$ cat src/rtl/icache_axi_rd_pkg.sv
// ----------------------------------------------------------------------------
// icache_axi_rd_pkg
// Shared definitions for the icache line-fill AXI4 read master:
//   - FSM state encoding (IDLE, ADDR, DATA, DONE)
//   - AXI burst/response encodings, the icache AXI ID and the 8-byte beat size
//   - helper that turns the icache beat count into the index of the last beat
// ----------------------------------------------------------------------------
package icache_axi_rd_pkg;

  typedef enum logic [1:0] {
    IDLE = 2'd0,
    ADDR = 2'd1,
    DATA = 2'd2,
    DONE = 2'd3
  } icache_rd_state_e;

  localparam logic [1:0] AXI_BURST_INCR = 2'b01;
  localparam logic [1:0] AXI_RESP_OKAY  = 2'b00;
  localparam logic [3:0] ICACHE_ID      = 4'h3;
  localparam logic [1:0] SIZE_D         = 2'b11;  // log2(8 bytes)

  // Icache beat count encoding: 0 means one beat, otherwise the value is the
  // beat count. Returns beats-1, which is both AXI len and the last beat index.
  function automatic logic [1:0] beats_m1(input logic [1:0] len);
    return (len == 2'd0) ? 2'd0 : (len - 2'd1);
  endfunction

endpackage

$ cat src/rtl/icache_axi_rd.sv
// ----------------------------------------------------------------------------
// icache_axi_rd
// AXI4 read master serving icache line fills. One request becomes one INCR
// burst; every R beat is registered and presented to the icache as a
// one-cycle if_burst_ready pulse, in ascending order. Only one AXI
// transaction is ever outstanding.
//
// Ports
//   cpu_clk_50M, cpu_rst_n      clock, asynchronous active-low reset
//   if_burst_valid/addr/len/size  icache fill request (held through the fill)
//   if_burst_ready/data         per-beat pulse and registered beat data
//   ar_*                        AXI4 read address channel
//   r_*                         AXI4 read data channel
//   bus_err                     sticky error flag (r_last misplaced, bad r_id,
//                               and bad r_resp when the check is enabled)
//
// Build option
//   ICACHE_AXI_RESP_CHECK_EN    when defined, r_resp != OKAY flags bus_err and
//                               zeroes that beat's data; otherwise r_resp is
//                               ignored.
// ----------------------------------------------------------------------------
module icache_axi_rd
  import icache_axi_rd_pkg::*;
(
  input  logic        cpu_clk_50M,
  input  logic        cpu_rst_n,
  // icache side
  input  logic        if_burst_valid,
  input  logic [63:4] if_burst_addr,
  input  logic [1:0]  if_burst_len,
  input  logic [1:0]  if_burst_size,
  output logic        if_burst_ready,
  output logic [63:0] if_burst_data,
  // AXI read address channel
  output logic        ar_valid,
  input  logic        ar_ready,
  output logic [63:0] ar_addr,
  output logic [7:0]  ar_len,
  output logic [2:0]  ar_size,
  output logic [1:0]  ar_burst,
  output logic [3:0]  ar_id,
  // AXI read data channel
  input  logic        r_valid,
  output logic        r_ready,
  input  logic [63:0] r_data,
  input  logic [1:0]  r_resp,
  input  logic        r_last,
  input  logic [3:0]  r_id,
  // status
  output logic        bus_err
);

  icache_rd_state_e state_q;

  logic        ar_valid_q;
  logic [63:0] ar_addr_q;
  logic [7:0]  ar_len_q;
  logic [2:0]  ar_size_q;
  logic [1:0]  ar_burst_q;
  logic [3:0]  ar_id_q;
  logic        r_ready_q;
  logic        if_burst_ready_q;
  logic [63:0] if_burst_data_q;
  logic        bus_err_q;
  logic [1:0]  beat_cnt_q;
  logic [1:0]  last_idx_q;

  logic        r_hs;
  logic        final_beat;
  logic        last_err;
  logic        id_err;
  logic        resp_err;
  logic [63:0] rdata_d;
  logic        bus_err_d;

  // Beat qualification. The beat counter alone decides completion; r_last
  // is only cross-checked against it.
  always_comb begin
    r_hs       = (state_q == DATA) && r_valid && r_ready_q;
    final_beat = (beat_cnt_q == last_idx_q);
    last_err   = (r_last != final_beat);
    id_err     = (r_id != ICACHE_ID);
`ifdef ICACHE_AXI_RESP_CHECK_EN
    resp_err   = (r_resp != AXI_RESP_OKAY);
    rdata_d    = resp_err ? '0 : r_data;
`else
    resp_err   = 1'b0;
    rdata_d    = r_data;
`endif
    bus_err_d  = bus_err_q | (r_hs & (last_err | id_err | resp_err));
  end

`ifndef ICACHE_AXI_RESP_CHECK_EN
  logic unused_resp;
  assign unused_resp = ^r_resp;
`endif

  always_ff @(posedge cpu_clk_50M or negedge cpu_rst_n) begin
    if (!cpu_rst_n) begin
      state_q          <= IDLE;
      ar_valid_q       <= 1'b0;
      ar_addr_q        <= '0;
      ar_len_q         <= '0;
      ar_size_q        <= '0;
      ar_burst_q       <= '0;
      ar_id_q          <= '0;
      r_ready_q        <= 1'b0;
      if_burst_ready_q <= 1'b0;
      if_burst_data_q  <= '0;
      bus_err_q        <= 1'b0;
      beat_cnt_q       <= '0;
      last_idx_q       <= '0;
    end else begin
      if_burst_ready_q <= 1'b0;
      case (state_q)
        IDLE: begin
          if (if_burst_valid) begin
            state_q    <= ADDR;
            ar_valid_q <= 1'b1;
            ar_addr_q  <= {if_burst_addr, 4'b0000};
            ar_len_q   <= {6'd0, beats_m1(if_burst_len)};
            ar_size_q  <= {1'b0, if_burst_size};
            ar_burst_q <= AXI_BURST_INCR;
            ar_id_q    <= ICACHE_ID;
            last_idx_q <= beats_m1(if_burst_len);
            beat_cnt_q <= '0;
          end
        end
        ADDR: begin
          // AR fields stay frozen until accepted; dropping the request here
          // does not abort the transaction.
          if (ar_valid_q && ar_ready) begin
            ar_valid_q <= 1'b0;
            r_ready_q  <= 1'b1;
            state_q    <= DATA;
          end
        end
        DATA: begin
          if (r_hs) begin
            if_burst_data_q  <= rdata_d;
            if_burst_ready_q <= 1'b1;
            beat_cnt_q       <= beat_cnt_q + 2'd1;
            bus_err_q        <= bus_err_d;
            if (final_beat) begin
              r_ready_q <= 1'b0;
              state_q   <= DONE;
            end
          end
        end
        DONE: begin
          // Wait for the icache to withdraw the request so it is not reissued.
          if (!if_burst_valid) begin
            state_q <= IDLE;
          end
        end
        default: state_q <= IDLE;
      endcase
    end
  end

  assign ar_valid       = ar_valid_q;
  assign ar_addr        = ar_addr_q;
  assign ar_len         = ar_len_q;
  assign ar_size        = ar_size_q;
  assign ar_burst       = ar_burst_q;
  assign ar_id          = ar_id_q;
  assign r_ready        = r_ready_q;
  assign if_burst_ready = if_burst_ready_q;
  assign if_burst_data  = if_burst_data_q;
  assign bus_err        = bus_err_q;

endmodule
$ cat config.mk
export PLATFORM = sky130hd
export DESIGN_NAME = icache_axi_rd
export DESIGN_NICKNAME = d
export VERILOG_FILES = /design/src/rtl/icache_axi_rd_pkg.sv /design/src/rtl/icache_axi_rd.sv
export SDC_FILE = /design/constraint.sdc
export NUM_CORES = 1
export LEC_CHECK = 0
export CAP_MARGIN = 25
export CORE_MARGIN = 5
export CORE_UTILIZATION = 41
export CTS_BUF_LIST = sky130_fd_sc_hd__clkbuf_8
export CTS_CLUSTER_SIZE = 25
export DETAILED_ROUTE_END_ITERATION = 10
export GPL_TIMING_DRIVEN = 0
export PLACE_DENSITY = 0.8
export REMOVE_ABC_BUFFERS = 1
export SLEW_MARGIN = 20
export SYNTH_ARGS = -nofsm -noshare
export SYNTH_HDL_FRONTEND = slang
export SYNTH_SLANG_ARGS = --single-unit
$ cat constraint.sdc
create_clock -name cpu_clk_50M -period 2 [get_ports cpu_clk_50M]
set_clock_uncertainty 0.05 [all_clocks]
set_input_delay 0.3 -clock cpu_clk_50M [delete_from_list [all_inputs] [get_ports cpu_clk_50M]]
set_output_delay 0.3 -clock cpu_clk_50M [all_outputs]
set_load 0.005 [all_outputs]
---- Word-level counts from Yosys, hierarchy flattened ----
Index checks and enable logic that the tools add are counted.
word-level totals
  output and inout port bits .............. 149
  bits of input ports ..................... 140
  word-level logic and storage cells ...... 61
  register bits after elaboration ......... 138
operators by class
  multiplexer cells ....................... 19
  $add $sub $neg .......................... 2
  equality and inequality tests ........... 11
  reductions and logical operators ........ 14
  bitwise logic cells ..................... 3
operators with widths
  kind                                                                     count
  2-bit 2-to-1 mux                                                         8
  2-bit inequality test, second input constant                             5
  2-bit case mux with 4 select lines                                       1
  1-bit 2-to-1 mux                                                         7
  3-bit AND reduction                                                      2
  2-bit nonzero test                                                       3
  5-bit AND reduction                                                      1
  2-bit equality test, second input constant                               2
  2-bit logical NOT                                                        2
  4-bit by 2-bit inequality test with 1-bit output, second input constant  1
  1-bit case mux with 2 select lines                                       2
  2-bit case mux with 2 select lines                                       1
  2-bit AND reduction                                                      2
  4-bit AND reduction                                                      1
  1-bit logical AND                                                        3
  2-bit by 1-bit adder with 2-bit output, second input constant            1
  2-bit by 1-bit equality test with 1-bit output, second input constant    1
  2-bit equality test                                                      1
  1-bit bitwise OR                                                         2
  2-bit by 1-bit subtractor with 2-bit output, second input constant       1
  1-bit AND                                                                1
  1-bit inequality test                                                    1

---- Depth between registers and ports, before layout ----
  depth after elaboration ................. 5
  gate-level depth with buffers ........... 8
  mapped depth without buffers ............ 7

---- Worst setup path after synthesis ----
Ideal clock, no wire load.
  kind .................................... register to register
  start ................................... reg state_q[0]
  end ..................................... reg ar_addr_q[59], in the netlist ar_addr[59]
  path buffers ............................ 2
  library setup time ...................... 0.125 ns
  cell stages (with the launch flop) ...... 7
  data arrival time ....................... 1.525 ns
  clock period less this slack ............ 1.700 ns
  slack ................................... 0.300 ns
  data required time ...................... 1.825 ns
  cell sequence ........................... dfrtp_1 inv_1 ha_1 nand2_1 buf_2 buf_2 mux2_2
on the way
  longest elaborated chain between the ends .. 2
RTL lines
  element                        line                  text
  start, declared                icache_axi_rd.sv:53   icache_rd_state_e state_q;
  start signal, assigned         icache_axi_rd.sv:100  state_q <= IDLE;
  start signal, assigned         icache_axi_rd.sv:118  state_q <= ADDR;
  start signal, assigned         icache_axi_rd.sv:135  state_q <= DATA;
  2-bit logical NOT              icache_axi_rd.sv:115  case (state_q)
  2-bit AND reduction (no line)  --
  end signal, assigned           icache_axi_rd.sv:120  ar_addr_q <= {if_burst_addr, 4'b0000};
  end, declared                  icache_axi_rd.sv:56   logic [63:0] ar_addr_q;
Every way passes these cells.
A chain may end at the register's enable or synchronous reset.

---- Final worst setup path ----
  start ................................... reg state_q[0]
  end ..................................... reg ar_addr_q[8], in the netlist ar_addr[8]
Same word-level chain as after synthesis.

==> flow_summary_export.csv <==
group,metric,value,unit
clock_network,h-tree-depth,4,
timing,period_share,92.68,%
cells_and_area,finish.net_count,899,
critical_path,required,2.27,ns
place,place_congestion,0.7855,
yosys,synth_warnings,0,
place,portBuffers,272,
critical_path,slowest_stage,"dfrtp_1",
yosys,synth-async-reset-ratio,100.0,%
critical_path,r2r_cells,5,
floorplanning,design.core.area,13090,um^2
critical_path,cp-endpoint,"ar_addr[8]$_DFFE_PN0P_",
clock_network,numCtsBuffers,17,
critical_path,r2r-start,"state_q[0]$_DFFE_PN0P_",
cells_and_area,stdcell_count,943,
critical_path,rrSetupSlack,0.15,ns
yosys,synth_edf_count,0,
clock_network,cts.path.max_buffers,2,
yosys,synthDistinctLibCells,29,
pwr,switching_share,30.10,%
timing,min_period,1.854,ns
cells_and_area,fillCellCount,1014,
global_routing,grt_first_pass_wirelength,24840,um
critical_path,worst-setup-path-type,"reg -> reg",
detailed_routing,dr_total_vias,4377,
worst_hold_path,hold_path.class,"in -> reg",
yosys,syn_area_per_cell,11.27,um^2
detailed_routing,postRouteAntennaNets,0,
run_status,status,"completed",
critical_path,arrival,2.12,ns
cells_and_area,antenna_cells,0,
critical_path,cp-startpoint,"state_q[0]$_DFFE_PN0P_",
job,drv_cap,0,
critical_path,crit_path_cell_trace,"inv_1 > ha_1 > nand2_4 > buf_16 > mux2_2",
yosys,synth_flop_cell,"dfrtp_1",
clock_network,cts_tree,"built",
floorplanning,rows,42,
timing,slew_viol_final,0,
timing,setup_slack,0.1465,ns
timing,fmax,539.5,MHz
detailed_routing,drtPass1Iterations,4,
detailed_routing,drc_errors,0,
timing,hold_viol_final,0,
detailed_routing,first_iter_violations,204,
global_routing,antenna_found_initial,0,
yosys,synthCells,481,
pwr,p_leak,0.004014,uW
timing,finalSetupViolCount,0,
yosys,synth_area,5420,um^2
pwr,vdd_drop_max,0.8829,mV
global_routing,grt_max_degree,78,
floorplanning,io_pins,289,
place,dp_hpwl,11270,um
critical_path,crit_family,"buffers and inverters",
pwr,p_sw,3787,uW
clock_network,clk_latency,0.43,ns
detailed_routing,routed_via_density,4.642,
global_routing,grt_overflow,0,
critical_path,critical_path_cell_count,5,
floorplanning,die_w,125.0,um
critical_path,critPathMaxStageDelay,0.40,ns
floorplanning,start_util,41.42,%
floorplanning,fp.dieH,125.0,um
pwr,power_frac_clock,17.6,%
clock_network,clk_pin_slew,0.08,ns
critical_path,worstReg2RegEnd,"ar_addr[8]$_DFFE_PN0P_",
cells_and_area,drive_above_1_share,13.95,%
pwr,power.internal,8796,uW
critical_path,crit_buf_inv,2,
place,pre_cts_ws,-1.334,ns
timing,slew_headroom,61.27,%
critical_path,cp-start-kind,"register",
timing,rsz0062_at_grt,"false",
yosys,ys_seq_area_share,63.25,%
clock_network,clock_sinks,137,
cells_and_area,area_growth,60.99,%
critical_path,critPathMaxFanout,60,
pwr,p_comb_share,44.2,%
floorplanning,die-area,15620,um^2
clock_network,cts-root-buf,"clkbuf_8",
yosys,ys_ff_latch,137,
global_routing,grt_pass1_vias,4699,
critical_path,end_kind,"register",
global_routing,grt_usage,20.06,%
timing,hold_slack,0.3393,ns
pwr,power_density,1442,nW/um^2
detailed_routing,drt-total-wl,15480,um
timing,worst_slew_pin_slew,0.5810,ns
detailed_routing,wl_per_cell,16.42,um
place,dp_cells,907,
pwr,seqPwrFrac,38.3,%
## kinds of logic (layout without fill, tap and decap cells)
logic type / after synthesis / after routing / share of synthesized area [%]
AND/OR/NAND/NOR: 216 / 218 / 15.49
multiplexers: 63 / 63 / 13.16
XOR/XNOR: 3 / 3 / 0.4849
buffers and inverters: 40 / 311 / 4.524
flip-flops: 137 / 137 / 63.25
other: 1 / 14 / 0.06919
AO/OA/AOI/OAI: 16 / 16 / 1.870
adder cells (fa/ha/maj): 5 / 5 / 1.154
## power groups by stage
stage / clock (uW) / sequential [uW] / combinational (uW)
after floorplan: 0 / 4890 / 1910
after global placement: 0 / 4750 / 5380
after detailed placement: 0 / 4850 / 5530
after CTS: 2280 / 4820 / 5650
after global routing: 2410 / 4990 / 6020
final: 2210 / 4820 / 5560
## metal layers
metal	vias up	global-route usage (%)	routed length [um]
met5	-	0	0
met3	28	7.335	1120
met2	162	35.91	8265
li1	2056	-	-
met1	2131	21.67	5708
met4	0	7.589	388
## worst reg2reg max path, stage by stage (launching register included)
cell and delay [ns]:
dfrtp_1 0.40, inv_1 0.12, ha_1 0.30, nand2_4 0.17
buf_16 0.29, mux2_2 0.41
## per-stage QoR
| step | area, um^2 | power (uW) | util, % | TNS, ns |
|---|---|---|---|---|
| after global routing | 8726 | 13410 | 66.69 | 0 |
| after floorplan | 5235 | 6802 | - | -132.59 |
| final | 8726 | 12580 | 66.69 | 0 |
| after global placement | 8178 | 10130 | 62.50 | -893.28 |
| after CTS | 8715 | 12740 | 66.60 | 0 |
| after detailed placement | 8258 | 10380 | 63.11 | -68.56 |
## synth_stat cells, types with 2 or more instances
cell        n  area [um^2]
a21boi_0    2        15.01
a21oi_1     3        15.01
buf_1       2        7.510
buf_2      13        65.06
buf_4      21        157.7
dfrtp_1   137         3428
ha_1        5        62.56
inv_1       2        7.510
mux2_2     62        698.2
nand2_1   207        777.0
nand2b_1    2        12.51
nor2_1      2        7.510
o21ai_0     6        30.03
xor2_1      2        17.52
## flip-flops by register name (all words and copies together), names as in the netlist
signal	flops
if_burst_data	64
ar_addr	60
ar_len	2
ar_size	2
beat_cnt_q	2
state_q	2
ar_id	1
ar_valid	1
bus_err	1
if_burst_ready	1
r_ready	1
## cells in the final DEF, fill, tap and decap left out, types with 2 or more instances in the layout
| cell | Yosys | final |
|---|---|---|
| clkdlybuf4s50_1 | 0 | 271 |
| nand2_1 | 207 | 206 |
| dfrtp_1 | 137 | 136 |
| mux2_2 | 62 | 62 |
| clkbuf_8 | 0 | 21 |
| conb_1 | 1 | 14 |
| o21ai_0 | 6 | 6 |
| inv_1 | 2 | 5 |
| clkinv_2 | 0 | 5 |
| ha_1 | 5 | 4 |
| a21oi_1 | 3 | 3 |
| nand3_4 | 0 | 2 |
| nand2b_1 | 2 | 2 |
| xor2_1 | 2 | 2 |
| nor2_1 | 2 | 2 |
| bufinv_16 | 0 | 2 |
| buf_16 | 0 | 2 |
## worst min path at each step
stage / cells after the start / slack (ns) / end / from
finish: 3 / 0.34 / if_burst_data[35]$_DFFE_PN0P_ / r_data[35]
global route: 3 / 0.30 / if_burst_data[26]$_DFFE_PN0P_ / r_data[26]
CTS: 3 / 0.30 / if_burst_data[2]$_DFFE_PN0P_ / r_data[2]
detailed placement: 1 / 0.26 / ar_addr[15]$_DFFE_PN0P_ / cpu_rst_n
global placement: 2 / 0.41 / if_burst_data[44]$_DFFE_PN0P_ / if_burst_data[44]$_DFFE_PN0P_
floorplan: 0 / -0.05 / ar_addr[10]$_DFFE_PN0P_ / cpu_rst_n
## area by class of cell
cell class	count	area (um^2)	share of cell area, %
Clock buffer	21	289.0	3.312
Clock inverter	11	103.9	1.190
Inverter	3	27.53	0.3155
Multi-Input combinational cell	319	1856	21.26
Sequential cell	137	3430	39.30
Tap cell	176	220.2	2.524
Timing Repair Buffer	276	2800	32.09
## repair_timing
action,4_1_cts,5_1_grt
gates resized for setup,7,3
setup buffers,1,0
hold buffers,1,0
endpoints found under the setup margin,68,4
cloned,2,0
endpoints found under the hold margin,76,0
pin swaps,1,0
(Power assumes the default switching activity.)
